### src/rtl/ben_clock_gen_pkg.sv
// ben_clock_pkg: shared types and defaults for the CPU clock generator.
//   state_e      : FSM states of ben_clock_gen
//   DEF_DIVIDER  : default phase length in board-clock cycles
//   DEF_DEBOUNCE : default number of stable cycles to accept a Step change
package ben_clock_pkg;

   typedef enum logic [2:0] {
      RUN_LOW,
      RUN_HIGH,
      IDLE,
      STEP_HIGH,
      STEP_LOW
   } state_e;

   localparam int DEF_DIVIDER  = 4;
   localparam int DEF_DEBOUNCE = 8;

endpackage

### src/rtl/ben_clock_gen_if.sv
// ben_clock_gen_if: control inputs and clock outputs of the clock generator.
//   Manual    : mode select (1 = single-step), asynchronous
//   Step      : raw push-button, asynchronous and bouncy
//   Halt      : CPU HLT, synchronous to the board clock
//   ClkOut    : CPU clock
//   notClkOut : inverse CPU clock
//   Tick      : one-cycle pulse in the first cycle ClkOut is high
// master drives the controls (bench / CPU side); slave is the generator.
interface ben_clock_gen_if;

   logic Manual;
   logic Step;
   logic Halt;
   logic ClkOut;
   logic notClkOut;
   logic Tick;

   modport master (output Manual, Step, Halt,
                   input  ClkOut, notClkOut, Tick);

   modport slave  (input  Manual, Step, Halt,
                   output ClkOut, notClkOut, Tick);

endinterface

### src/rtl/ben_clock_gen_step_debouncer.sv
// step_debouncer: turns the raw Step button into a clean one-cycle pulse.
//   C            : board clock
//   Reset        : asynchronous active-high reset
//   step_i       : raw, asynchronous, bouncy button level
//   step_pulse_o : one-cycle pulse on each accepted 0->1 change
// A 2-flop synchronizer feeds a stable-count filter: the accepted level only
// follows the synced level after DEBOUNCE consecutive disagreeing cycles.
module step_debouncer #(
   parameter int DEBOUNCE = 8
) (
   input  logic C,
   input  logic Reset,
   input  logic step_i,
   output logic step_pulse_o
);

   localparam int             DW    = $clog2(DEBOUNCE) + 1;
   localparam logic [DW-1:0]  DLAST = DW'(DEBOUNCE - 1);

   logic [1:0]    sync_q;
   logic          level_q;
   logic          level_prev_q;
   logic [DW-1:0] cnt_q;

   always_ff @(posedge C or posedge Reset) begin
      if (Reset) begin
         sync_q       <= '0;
         level_q      <= 1'b0;
         level_prev_q <= 1'b0;
         cnt_q        <= '0;
      end else begin
         sync_q       <= {sync_q[0], step_i};
         level_prev_q <= level_q;
         // Any agreeing cycle restarts the count; the level flips on the
         // DEBOUNCE-th disagreeing cycle and the count clears, so it never wraps.
         if (sync_q[1] == level_q) begin
            cnt_q <= '0;
         end else if (cnt_q == DLAST) begin
            level_q <= sync_q[1];
            cnt_q   <= '0;
         end else begin
            cnt_q <= cnt_q + DW'(1);
         end
      end
   end

   assign step_pulse_o = level_q & ~level_prev_q;

endmodule

### src/rtl/ben_clock_gen.sv
// ben_clock_gen: CPU clock source derived from the board clock C.
//   C     : board clock, the only clock
//   Reset : asynchronous active-high reset
//   bus   : slave side of ben_clock_gen_if (Manual/Step/Halt in,
//           ClkOut/notClkOut/Tick out, all outputs registered)
// Astable mode gives DIVIDER cycles high / DIVIDER low. Mode and Halt are only
// acted on at the end of a low phase, so high and low phases are never shorter
// than DIVIDER cycles. Manual mode emits one high+low cycle per debounced press.
module ben_clock_gen
   import ben_clock_pkg::*;
#(
   parameter int DIVIDER  = DEF_DIVIDER,
   parameter int DEBOUNCE = DEF_DEBOUNCE
) (
   input  logic          C,
   input  logic          Reset,
   ben_clock_gen_if.slave bus
);

   localparam int            CW   = $clog2(DIVIDER) + 1;
   localparam logic [CW-1:0] LAST = CW'(DIVIDER - 1);

   state_e        state_q, state_d;
   logic [CW-1:0] cnt_q, cnt_d;
   logic [1:0]    man_q;
   logic          man_sync;
   logic          clk_q, nclk_q, tick_q;
   logic          clk_d, tick_d;
   logic          step_pulse;

   step_debouncer #(.DEBOUNCE(DEBOUNCE)) u_step (
      .C            (C),
      .Reset        (Reset),
      .step_i       (bus.Step),
      .step_pulse_o (step_pulse)
   );

   assign man_sync = man_q[1];

   always_ff @(posedge C or posedge Reset) begin
      if (Reset) begin
         state_q <= RUN_LOW;
         cnt_q   <= '0;
         man_q   <= '0;
         clk_q   <= 1'b0;
         nclk_q  <= 1'b1;
         tick_q  <= 1'b0;
      end else begin
         state_q <= state_d;
         cnt_q   <= cnt_d;
         man_q   <= {man_q[0], bus.Manual};
         clk_q   <= clk_d;
         nclk_q  <= ~clk_d;
         tick_q  <= tick_d;
      end
   end

   always_comb begin
      state_d = state_q;
      cnt_d   = cnt_q + CW'(1);
      tick_d  = 1'b0;
      unique case (state_q)
         RUN_LOW: begin
            if (cnt_q == LAST) begin
               if (man_sync) begin
                  state_d = IDLE;
                  cnt_d   = '0;
               end else if (bus.Halt) begin
                  // Park at the end of the low phase so release rises at once.
                  cnt_d = cnt_q;
               end else begin
                  state_d = RUN_HIGH;
                  cnt_d   = '0;
                  tick_d  = 1'b1;
               end
            end
         end
         RUN_HIGH: begin
            if (cnt_q == LAST) begin
               state_d = RUN_LOW;
               cnt_d   = '0;
            end
         end
         IDLE: begin
            cnt_d = '0;
            // Pulses seen here with Halt set, or in any other state, are dropped.
            if (!man_sync) begin
               state_d = RUN_LOW;
            end else if (step_pulse && !bus.Halt) begin
               state_d = STEP_HIGH;
               tick_d  = 1'b1;
            end
         end
         STEP_HIGH: begin
            if (cnt_q == LAST) begin
               state_d = STEP_LOW;
               cnt_d   = '0;
            end
         end
         STEP_LOW: begin
            if (cnt_q == LAST) begin
               state_d = IDLE;
               cnt_d   = '0;
            end
         end
         default: begin
            state_d = RUN_LOW;
            cnt_d   = '0;
         end
      endcase
      clk_d = (state_d == RUN_HIGH) || (state_d == STEP_HIGH);
   end

   assign bus.ClkOut    = clk_q;
   assign bus.notClkOut = nclk_q;
   assign bus.Tick      = tick_q;

endmodule

### src/flat_wrapper.sv
// flat-port wrapper written by rule: the top's interface ports become plain ports
module ben_clock_gen_flat import ben_clock_pkg::*;
#(
   parameter int DIVIDER  = DEF_DIVIDER,
   parameter int DEBOUNCE = DEF_DEBOUNCE
)
  (C, Reset, bus_Manual, bus_Step, bus_Halt, bus_ClkOut, bus_notClkOut, bus_Tick);
  ben_clock_gen_if bus_i ();
  input  logic C;
  input  logic Reset;
  input wire logic [$bits(bus_i.Manual)-1:0] bus_Manual;
  input wire logic [$bits(bus_i.Step)-1:0] bus_Step;
  input wire logic [$bits(bus_i.Halt)-1:0] bus_Halt;
  output wire logic [$bits(bus_i.ClkOut)-1:0] bus_ClkOut;
  output wire logic [$bits(bus_i.notClkOut)-1:0] bus_notClkOut;
  output wire logic [$bits(bus_i.Tick)-1:0] bus_Tick;
  assign bus_i.Manual = bus_Manual;
  assign bus_i.Step = bus_Step;
  assign bus_i.Halt = bus_Halt;
  assign bus_ClkOut = bus_i.ClkOut;
  assign bus_notClkOut = bus_i.notClkOut;
  assign bus_Tick = bus_i.Tick;
  ben_clock_gen #(.DIVIDER(DIVIDER), .DEBOUNCE(DEBOUNCE)) u_core (.C(C), .Reset(Reset), .bus(bus_i));
endmodule
### config.mk
export PLATFORM = sky130hd
export DESIGN_NAME = ben_clock_gen_flat
export DESIGN_NICKNAME = d
export VERILOG_FILES = /design/src/rtl/ben_clock_gen_pkg.sv /design/src/rtl/ben_clock_gen_if.sv /design/src/rtl/ben_clock_gen_step_debouncer.sv /design/src/rtl/ben_clock_gen.sv /design/src/flat_wrapper.sv
export SDC_FILE = /design/constraint.sdc
export NUM_CORES = 1
export LEC_CHECK = 0
export ABC_AREA = 1
export BUFFER_PORTS_ARGS = -buffer_cell sky130_fd_sc_hd__buf_2
export CAP_MARGIN = 0
export CORE_UTILIZATION = 59
export DETAILED_ROUTE_END_ITERATION = 10
export GPL_TIMING_DRIVEN = 0
export PLACE_DENSITY = 0.87
export RECOVER_POWER = 25
export SLEW_MARGIN = 20
export SYNTH_ARGS = -nofsm -noshare
export SYNTH_HDL_FRONTEND = slang
export SYNTH_SLANG_ARGS = --single-unit
export TNS_END_PERCENT = 100
### constraint.sdc
create_clock -name C -period 2.5 [get_ports C]
set_input_delay 0 -clock C [delete_from_list [all_inputs] [get_ports C]]
set_output_delay 0 -clock C [all_outputs]
set_load 0.03 [all_outputs]
* Word level (Yosys, flattened, before mapping)
Cells that the tools add are included.
** Word-level totals
- Bits in registers :: 19
- Input bits :: 5
- Output and inout bits :: 3
- Word-level logic and storage cells :: 54
** Cells by class
- $add $sub $neg :: 2
- Equality and inequality tests :: 10
- Mux-type cells :: 22
- Bitwise operators :: 4
- Reductions and logical operators :: 6
** Operator list (number)
- two-way mux 3 bit :: 12
- case mux 3 bit (5 select lines) :: 1
- equality test 3 x 2 -> 1 bit, second input constant :: 4
- two-way mux 4 bit :: 2
- equality test 3 x 1 -> 1 bit, second input constant :: 2
- case mux 3 bit (2 select lines) :: 1
- two-way mux 1 bit :: 5
- adder 4 x 1 -> 4 bit, second input constant :: 1
- equality test 4 x 3 -> 1 bit, second input constant :: 1
- != test 4 x 3 -> 1 bit, second input constant :: 1
- adder 3 x 1 -> 3 bit, second input constant :: 1
- equality test 3 bit, second input constant :: 1
- zero test 3 bit :: 1
- inverter 1 bit :: 3
- OR reduction 3 bit :: 1
- case mux 1 bit (2 select lines) :: 1
- AND reduction 2 bit :: 1
- bitwise AND 1 bit :: 1
- equality test 1 bit :: 1
- logical AND 1 bit :: 1
- zero test 1 bit :: 1
- logical OR 1 bit :: 1

* Depth between registers and ports, before layout
Gate-level depths: netlist (run 1).
- Word-level depth :: 9
- Depth in mapped cells :: 7
- Mapped depth without buffers :: 7

* Hierarchy
From an unflattened synthesis (run 1), not the netlist that was laid out.
** Unflattened totals
- Cell total of the unflattened synthesis :: 95
- Area, all modules :: 830.8 µm²
** By module, submodules not included
- ben_clock_gen :: instances 1, cells each 63, area each 520.5 µm², seq. area each 276.5 µm²
- step_debouncer :: instances 1, cells each 32, area each 310.3 µm², seq. area each 200.2 µm²

* Worst setup path before layout (run 1)
OpenSTA, ideal clock, no wires.
- Path type :: reg-to-reg
- Start point :: register u_core.cnt_q[0]
- End point :: register u_core.clk_q (netlist: u_core.bus.ClkOut)
- Data arrival time :: 965 ps
- Data required time :: 2378 ps
- Slack :: 1413 ps
- Stages on the path, launching flop included :: 8
- Cells stage by stage :: dfrtp_1 ha_1 inv_1 nor2_4 nand2_1 nor2_1 nor2_1 nand2_1
** Between the ends
- Word-level cells in the longest chain between the ends :: 5
- Elaborated cells on any way between the ends :: 9
- Classes of those cells :: eq/ne (3); mux (5); reduce/logical (1)
** Ends and longest elaborated chain
- start, declared :: RTL line ben_clock_gen.sv:24 : logic [CW-1:0] cnt_q, cnt_d;
- start signal, assigned :: RTL line ben_clock_gen.sv:50 : cnt_q <= cnt_d;
- equality test 3 x 2 -> 1 bit (*)
- two-way mux 3 bit (on tied branches)
- case mux 3 bit (5 select lines) (*) :: RTL line ben_clock_gen.sv:62 : unique case (state_q)
- equality test 3 x 1 -> 1 bit / equality test 3 x 2 -> 1 bit (equally long branches) :: RTL line ben_clock_gen.sv:111 : clk_d = (state_d == RUN_HIGH) || (state_d == STEP_HIGH);
- logical OR 1 bit (*) :: RTL line ben_clock_gen.sv:111
- net u_core.clk_d :: RTL line ben_clock_gen.sv:28 : logic clk_d, tick_d;
- end signal, assigned :: RTL line ben_clock_gen.sv:52 : clk_q <= clk_d;
- end, declared :: RTL line ben_clock_gen.sv:27 : logic clk_q, nclk_q, tick_q;
The timed path passes the listed nets; every way through them passes the cells marked *.
A chain may end at the register's enable or synchronous reset.

* Worst setup path in the final report (run 1)
Ends and elaborated chain as after synthesis.

==> summary.txt, run 1 <==
Run status
  • Status: complete, no violations

Synth
  • Synth warn: 0
  • Mapped Area: around 860 um2
  • Area fraction in compound gates after synthesis: 0.0232
  • Seq/Total Area, Yosys: 0.552
  • Distinct cells, synth: 18
  • FF+latch count, synth: 19
  • Largest family of logic cells by synthesized area: simple AND/OR/NAND/NOR gates
  • Mux share of post-synthesis cell area: 0
  • Synth Net Count: 108
  • Post-Synth Simple-Gate Area: 0.296
  • Area share of xor/xnor cells in the synthesized design: 0.0304
  • Post-Synth Adder-Cell Area: 0.0290
  • Syn Inst Count: 101
  • Syn_area_per_cell: 8.55 um2

Setup path
  • CP bufs+invs: 1
  • Critical path data arrival time: ~1.4 ns
  • Levels on crit path: 7
  • Critical path launch point: u_core.cnt_q[0]
  • FF-to-FF Start: u_core.cnt_q[0]
  • Top delay family on crit path: flip-flops
  • Slowest cell on crit path: dfrtp_1
  • Reg-to-reg endpoint: u_core.bus.ClkOut
  • Worst EP required: 2.69 ns
  • Worst reg-to-reg setup slack: 1.29 ns
  • Worst setup SP type: flop
  • CP Class: reg2reg
  • Critical path, cell by cell: ha_1, inv_1, nor2_4, nand2_1, nor2_1, nor2_1, nand2_1
  • Reg2Reg Depth: 7
  • Crit end category: flop
  • CP Max Fanout: 5
  • Worst setup endpoint: u_core.bus.ClkOut
  • CP max stage delay: 0.41 ns

Global route
  • GRT Total Usage: 0.230
  • Vias in the first global route: between 500 and 600
  • Total gr overflow: 0
  • Largest net degree at the start of global routing: 20
  • Antenna violations before repair: 0
  • Global-route wire length before repair: about 2.4 mm

Timing
  • RSZ-0062 raised after global routing: no
  • Setup violators final: 0
  • Final Hold Vio Count: 0
  • Setup TNS: 0 ns
  • Final clock skew: 0.00797 ns
  • Fin crit period: around 1.2 ns
  • Max Freq: approximately 830 MHz
  • Worst Tran Pin Value: just under 0.7 ns
  • Period utilisation layout: 0.484
  • Worst slew margin relative to its limit: 0.542
  • Max Slew Vio Count: 0
  • Fin Hold WS: between 0.04 and 0.05 ns

Clocking
  • CTS tree: yes
  • Clock transition at path regs: 0.11 ns
  • # Post-CTS Setup Buffers: 0
  • Cts repair resizes: 0
  • # H-tree levels: 1
  • Clock Path Buffers: 2
  • Post-CTS Hold Fix Bufs: 3
  • Worst-Skew Late Latency: approximately 0.29 ns
  • CTS Buf Count: 3
  • Clk sinks: 19
  • CTS root buffer: clkbuf_4

Die
  • Die Y: just over 40 um
  • Site row count: 13
  • Core area: around 1300 um2
  • Starting Density: 0.647
  • Chip width: 40.3 um
  • Die ar.: approximately 1600 um2
  • I/O pins: 8

Placement
  • DP HPWL: around 1.1 mm
  • GPL Wtd Cong: approximately 0.83
  • PortBufs: 7

Pwr
  • NetSw: slightly above 0.0004 W
  • Clock power share: 0.150
  • Leak Pwr: between 0.5 and 0.6 nW
  • Worst vdd ir: 0.000522 V
  • Gate power share: 0.384
  • Reg power frac: 0.466
  • Pwr dens: between 1000 and 1500 nW/um2
  • Switching Share: 0.406
  • Pint: 0.000601 W

Layout
  • Antenna cells: 0
  • Layout cells sized above 1: 0.148
  • P&R area growth vs syn: 12.3%
  • Final net count: 123
  • Fillers: around 100

Detailed routing
  • ANT nets after route: 0
  • Vias: 665
  • Wirelength per Cell: 11.0 um
  • Drt initial violations: 21
  • Initial DRT Pass Iterations: 4
  • Post-DR vias/cell: about 5.1
  • Final wirelength: roughly 1.4 mm
  • # DRC: 0

Run
  • Max-cap violations: 0

Worst hold path
  • Worst min-delay path class: in2reg
  • Hold_sp: bus_Halt
[Yosys cell counts, drive strengths merged]
cell	instances	area share
o211ai	1	0.0087
nor2	21	0.11
ha	2	0.029
xor2	1	0.010
nand2	28	0.13
a21boi	1	0.0087
nand3	7	0.041
dfstp	1	0.030
nand3b	1	0.0087
xnor2	2	0.020
inv	16	0.070
o21ai	1	0.0058
and3	1	0.0073
dfrtp	18	0.52
[per-layer routing]
| metal | routed length (um) | share of wire | track usage | up-vias |
|---|---|---|---|---|
| met2 | 726 | 0.51 | 0.375 | 16 |
| met1 | 630 | 0.44 | 0.291 | 313 |
| met5 | 0 | 0 | 0 | - |
| met4 | 13 | 0.0091 | 0.100 | 0 |
| met3 | 60 | 0.042 | 0.0556 | 2 |
| li1 | - | - | - | 334 |
[stage by stage]
stage	util	cells	worst slack, ns	total power, W	cell area [um2]
detailed placement	0.688	123	1.31	0.000867	917
floorplan	-	101	1.41	0.000770	863
global route	0.727	130	1.18	0.00110	970
CTS	0.730	130	1.29	0.00102	973
global placement	0.688	123	1.35	0.000836	917
finish	0.727	130	1.29	0.00101	970
[placed cells by master, fill, tap and decap left out, types with 2 or more instances in the layout]
cell,synthesis,layout
nand2_1,26,26
dfrtp_1,18,18
nor2_1,16,16
inv_1,14,14
nand3_1,7,7
nor2_2,4,4
clkbuf_1,0,4
buf_2,0,4
clkbuf_4,0,3
dlygate4sd3_1,0,3
inv_2,2,2
nand2_2,2,2
xnor2_1,2,2
ha_1,2,2
[tightest hold or removal path, stage by stage]
cell and delay (ns):
buf_2 0.11, nor2_1 0.05, nand2_1 0.07, nand2_2 0.07
[cell families (layout without fill, tap and decap cells)]
family,count (synthesis),in the layout
simple gates,58,58
flops,19,19
buf+inv,16,30
compound gates,3,3
xor+xnor,3,3
fa+ha+maj,2,2
[worst min-delay path by stage]
stage,endpoint,cells past startpoint
floorplan,u_core.bus.ClkOut,1
global placement,u_core.man_q[0],1
detailed placement,u_core.u_step.sync_q[0],1
CTS,u_core.bus.Tick,4
global route,u_core.bus.Tick,4
finish,u_core.bus.Tick,4
[state kept, by name, indices dropped and copies added (netlist names), 2 cells and up]
name / count
u_core.cnt_q: 3
u_core.man_q: 2
u_core.state_q: 3
u_core.u_step.cnt_q: 4
u_core.u_step.sync_q: 2
[power groups by stage]
stage,sequential [W],clock (W),combinational (W)
after floorplan,0.000497,0,0.000274
after global placement,0.000472,0,0.000365
after detailed placement,0.000479,0,0.000388
after CTS,0.000472,0.000153,0.000395
after global routing,0.000481,0.000167,0.000450
final,0.000472,0.000152,0.000388
[cell type report]
| class | instances | area (um2) | area share |
|---|---|---|---|
| well taps | 15 | 18.8 | 0.0194 |
| flip-flops and latches | 19 | 477 | 0.492 |
| clock buffers | 4 | 26.3 | 0.0271 |
| inverters | 16 | 60.1 | 0.0619 |
| repair buffers | 10 | 61.3 | 0.0632 |
| multi-input cells | 66 | 327 | 0.337 |
Power figures use the tool's default switching activity.
==> inputs of run 2 (changes only) <==
Settings changed: ABC_AREA 1 to 0, CORE_UTILIZATION 59 to 49, PLACE_DENSITY 0.87 to 0.79.
Clock period 2.5 ns to 1 ns, I/O delays scaled along.
==> run 2 against run 1 <==
The run now ends with setup timing left. Synthesized cell count shrank 37%. Wire length grew 29%. Critical endpoint is now u_core.state_q[0]. Die area grew 9.5%. Global-route usage shrank 1.6 points. Largest cell class unchanged. Clock skew shrank 0.0031 ns. Critical path type unchanged.
==> summary.txt, run 2 <==
Run status
  • Status: finished with violations
  • Failing checks: setup timing

Timing
  • Max Freq: a little under 800 MHz
  • Max Slew Vio Count: 0
  • Setup WS post-layout: -0.281 ns
  • Final clock skew: 0.00487 ns
  • Worst slew margin relative to its limit: 0.724
  • Period utilisation layout: 1.28
  • Worst Tran Pin Value: between 0.4 and 0.5 ns
  • RSZ-0062 raised after global routing: yes
  • Setup violators final: 13
  • Final Hold Vio Count: 0
  • Fin crit period: ~1.3 ns

Placement
  • GPL Wtd Cong: 0.796
  • PortBufs: 7
  • Placed Cells incl. Taps: 87
  • DP HPWL: just under 900 um

Setup path
  • Worst setup endpoint: u_core.state_q[0]
  • Critical path launch point: u_core.cnt_q[0]
  • Levels on crit path: 4
  • CP Class: reg2reg
  • FF-to-FF Start: u_core.cnt_q[0]
  • Reg2Reg Depth: 4
  • Crit end category: flop
  • CP max stage delay: around 0.45 ns
  • Reg-to-reg endpoint: u_core.state_q[0]
  • Worst reg-to-reg setup slack: -0.28 ns
  • Critical path, cell by cell: ha_4, nand2b_1, nor2_1, a211o_2
  • Critical path data arrival time: 1.48 ns
  • Worst setup SP type: flop
  • Worst EP required: about 1.2 ns
  • CP Max Fanout: 3
  • Top delay family on crit path: flip-flops
  • CP bufs+invs: 0
  • Slowest cell on crit path: dfrtp_1

Detailed routing
  • WL met1: approximately 850 um
  • Initial DRT Pass Iterations: 4
  • Met2 WL: about 900 um
  • Wirelength per Cell: about 17 um
  • Uppermost layer routed: met4
  • # DRC: 0
  • Metal3 WL: roughly 60 um
  • Vias: ~600
  • Post-DR vias/cell: 5.69
  • ANT nets after route: 0
  • Drt initial violations: 10
  • Final wirelength: around 1.8 mm

Clocking
  • CTS root buffer: clkbuf_4
  • Clock Path Buffers: 2
  • Worst-Skew Late Latency: roughly 0.30 ns
  • Clk sinks: 19
  • CTS tree: yes
  • CTS Buf Count: 3
  • Clock transition at path regs: approximately 0.11 ns
  • # H-tree levels: 1

Synth
  • Synth warn: 0
  • Syn Inst Count: 64
  • Distinct cells, synth: 28
  • Number of synthesized flops with an enable pin: 0
  • Most common library cells after synthesis: 18 x dfrtp_1, 7 x nor2_1, 6 x nand2_1
  • FF+latch count, synth: 19
  • Syn_area_per_cell: 12.3 um2
  • Post-synth top area cell: dfrtp_1
  • Top cell type's share of synthesized area: 0.571
  • Asr flop ratio synth: 1.00
  • Mapped Area: roughly 790 um2
  • Seq/Total Area, Yosys: 0.605
  • Synth top area cells: dfrtp_1 57%, dfstp_2 3.3%, nor2_1 3.3%
  • Synth Net Count: 71
  • Dominant synthesized flop cell: dfrtp_1
  • Most common cell in the netlist: dfrtp_1

Global route
  • Global-route wire length before repair: between 2 and 3 mm
  • GRT Total Usage: 0.214
  • Total gr overflow: 0
  • Vias in the first global route: a little under 600
  • Largest net degree at the start of global routing: 20
  • Antenna violations before repair: 0

Layout
  • Area of the multi-input gates: about 430 um2
  • Fin util: 0.764
  • Final net count: 98
  • Most frequent cells in the layout: 17 x dfrtp_1, 9 x buf_4
  • Antenna cells: 0
  • Final Non-Filler Cells: between 100 and 150
  • Register Area: 478 um2
  • Biggest register: u_core.u_step.cnt_q
  • Fillers: a little over 80
  • P&R area growth vs syn: 46.0%
  • Top flop regs: u_core.u_step.cnt_q x4, u_core.cnt_q x3, u_core.state_q x3
  • Max reg flops: 4
  • Commonest non-fill, non-tap cell in the layout: dfrtp_1
  • Layout cells sized above 1: 0.544

Run
  • Max-cap violations: 0

Die
  • Starting Density: 0.523
  • Die ar.: approximately 1800 um2
  • I/O pins: 8
  • Core area: approximately 1500 um2
  • Die Y: between 40 and 50 um
  • Chip width: ~42 um
  • Site row count: 14

Pwr
  • Leak Pwr: approximately 0.53 nW
  • Pwr dens: 2540 nW/um2
  • Worst vdd ir: 0.00180 V

Worst hold path
  • Worst min-delay path class: in2async
## run 2: cell types whose count changed in the layout (fill, tap and decap cells not counted), moves of 4 or more
cell / before / now
inv_1: 14 / 0
nand2_1: 26 / 5
buf_4: 0 / 9
buf_6: 0 / 5
nor2_1: 16 / 5
nor2_2: 4 / 0
nand3_1: 7 / 1
## run 2: cell type report
type	instances	area share
clock buffer	4	0.0228
tap	16	0.0174
sequential	19	0.415
multi-input combinational	42	0.371
inverter	1	0.00652
buffer	2	0.0196
timing repair buffer	22	0.148
## run 2: metal layers
metal / GRT usage / vias up
met4: 0.150 / 0
met3: 0.0172 / 4
met2: 0.344 / 14
li1: - / 277
met5: 0 / -
met1: 0.274 / 308
## run 2: cells by family after synthesis
kind of cell	share of synthesized area
compound gates	0.0841
flops	0.605
simple gates	0.187
fa+ha+maj	0.0317
buf+inv	0.0286
mux	0.0413
xor+xnor	0.0222
## run 2: how the worst min path moves through the flow
stage / to / slack [ns] / cells after the start / start
2_1_floorplan: u_core.bus.ClkOut / -0.05 / 1 / Reset
3_3_place_gp: u_core.man_q[0] / 0.11 / 1 / bus_Manual
3_5_place_dp: u_core.man_q[0] / 0.11 / 1 / bus_Manual
4_1_cts: u_core.man_q[0] / 0.32 / 2 / bus_Manual
5_1_grt: u_core.bus.ClkOut / 0.27 / 3 / Reset
6_report: u_core.state_q[2] / 0.24 / 3 / Reset
## run 2: through the flow
step                setup WS [ns]  power (W)  setup TNS, ns  instance area [um2]  hold slack (ns)
finish                     -0.281    0.00293          -2.13                 1150            0.244
global route               -0.320    0.00307          -2.74                 1150            0.265
CTS                        -0.255    0.00256          -2.01                 1030            0.318
detailed placement         -0.263    0.00196          -1.98                  877            0.110
global placement           -0.242    0.00191          -1.68                  877            0.109
floorplan                  -0.184    0.00178          -1.12                  822          -0.0496
## run 2: repair_timing
item,4_1_cts,5_1_grt
buffers inserted,4,7
hold endpoints to repair,22,0
endpoints found under the setup margin,12,16
hold buffers,4,0
pin swaps,5,8
resized for setup,11,14
## run 2: power breakdown
| group | internal [W] | total (W) | switching, W | leakage, nW |
|---|---|---|---|---|
| combinational | 0.000720 | 0.00132 | 0.000596 | 0.274 |
| clock | 0.000155 | 0.000395 | 0.000240 | 0.0150 |
| sequential | 0.000985 | 0.00121 | 0.000229 | 0.242 |
| total | 0.00186 | 0.00293 | 0.00107 | 0.531 |
## run 2: worst reg2reg max path, stage by stage, from the launching register on
cell,delay [ns]
dfrtp_1,0.45
ha_4,0.19
nand2b_1,0.13
nor2_1,0.09
a211o_2,0.33
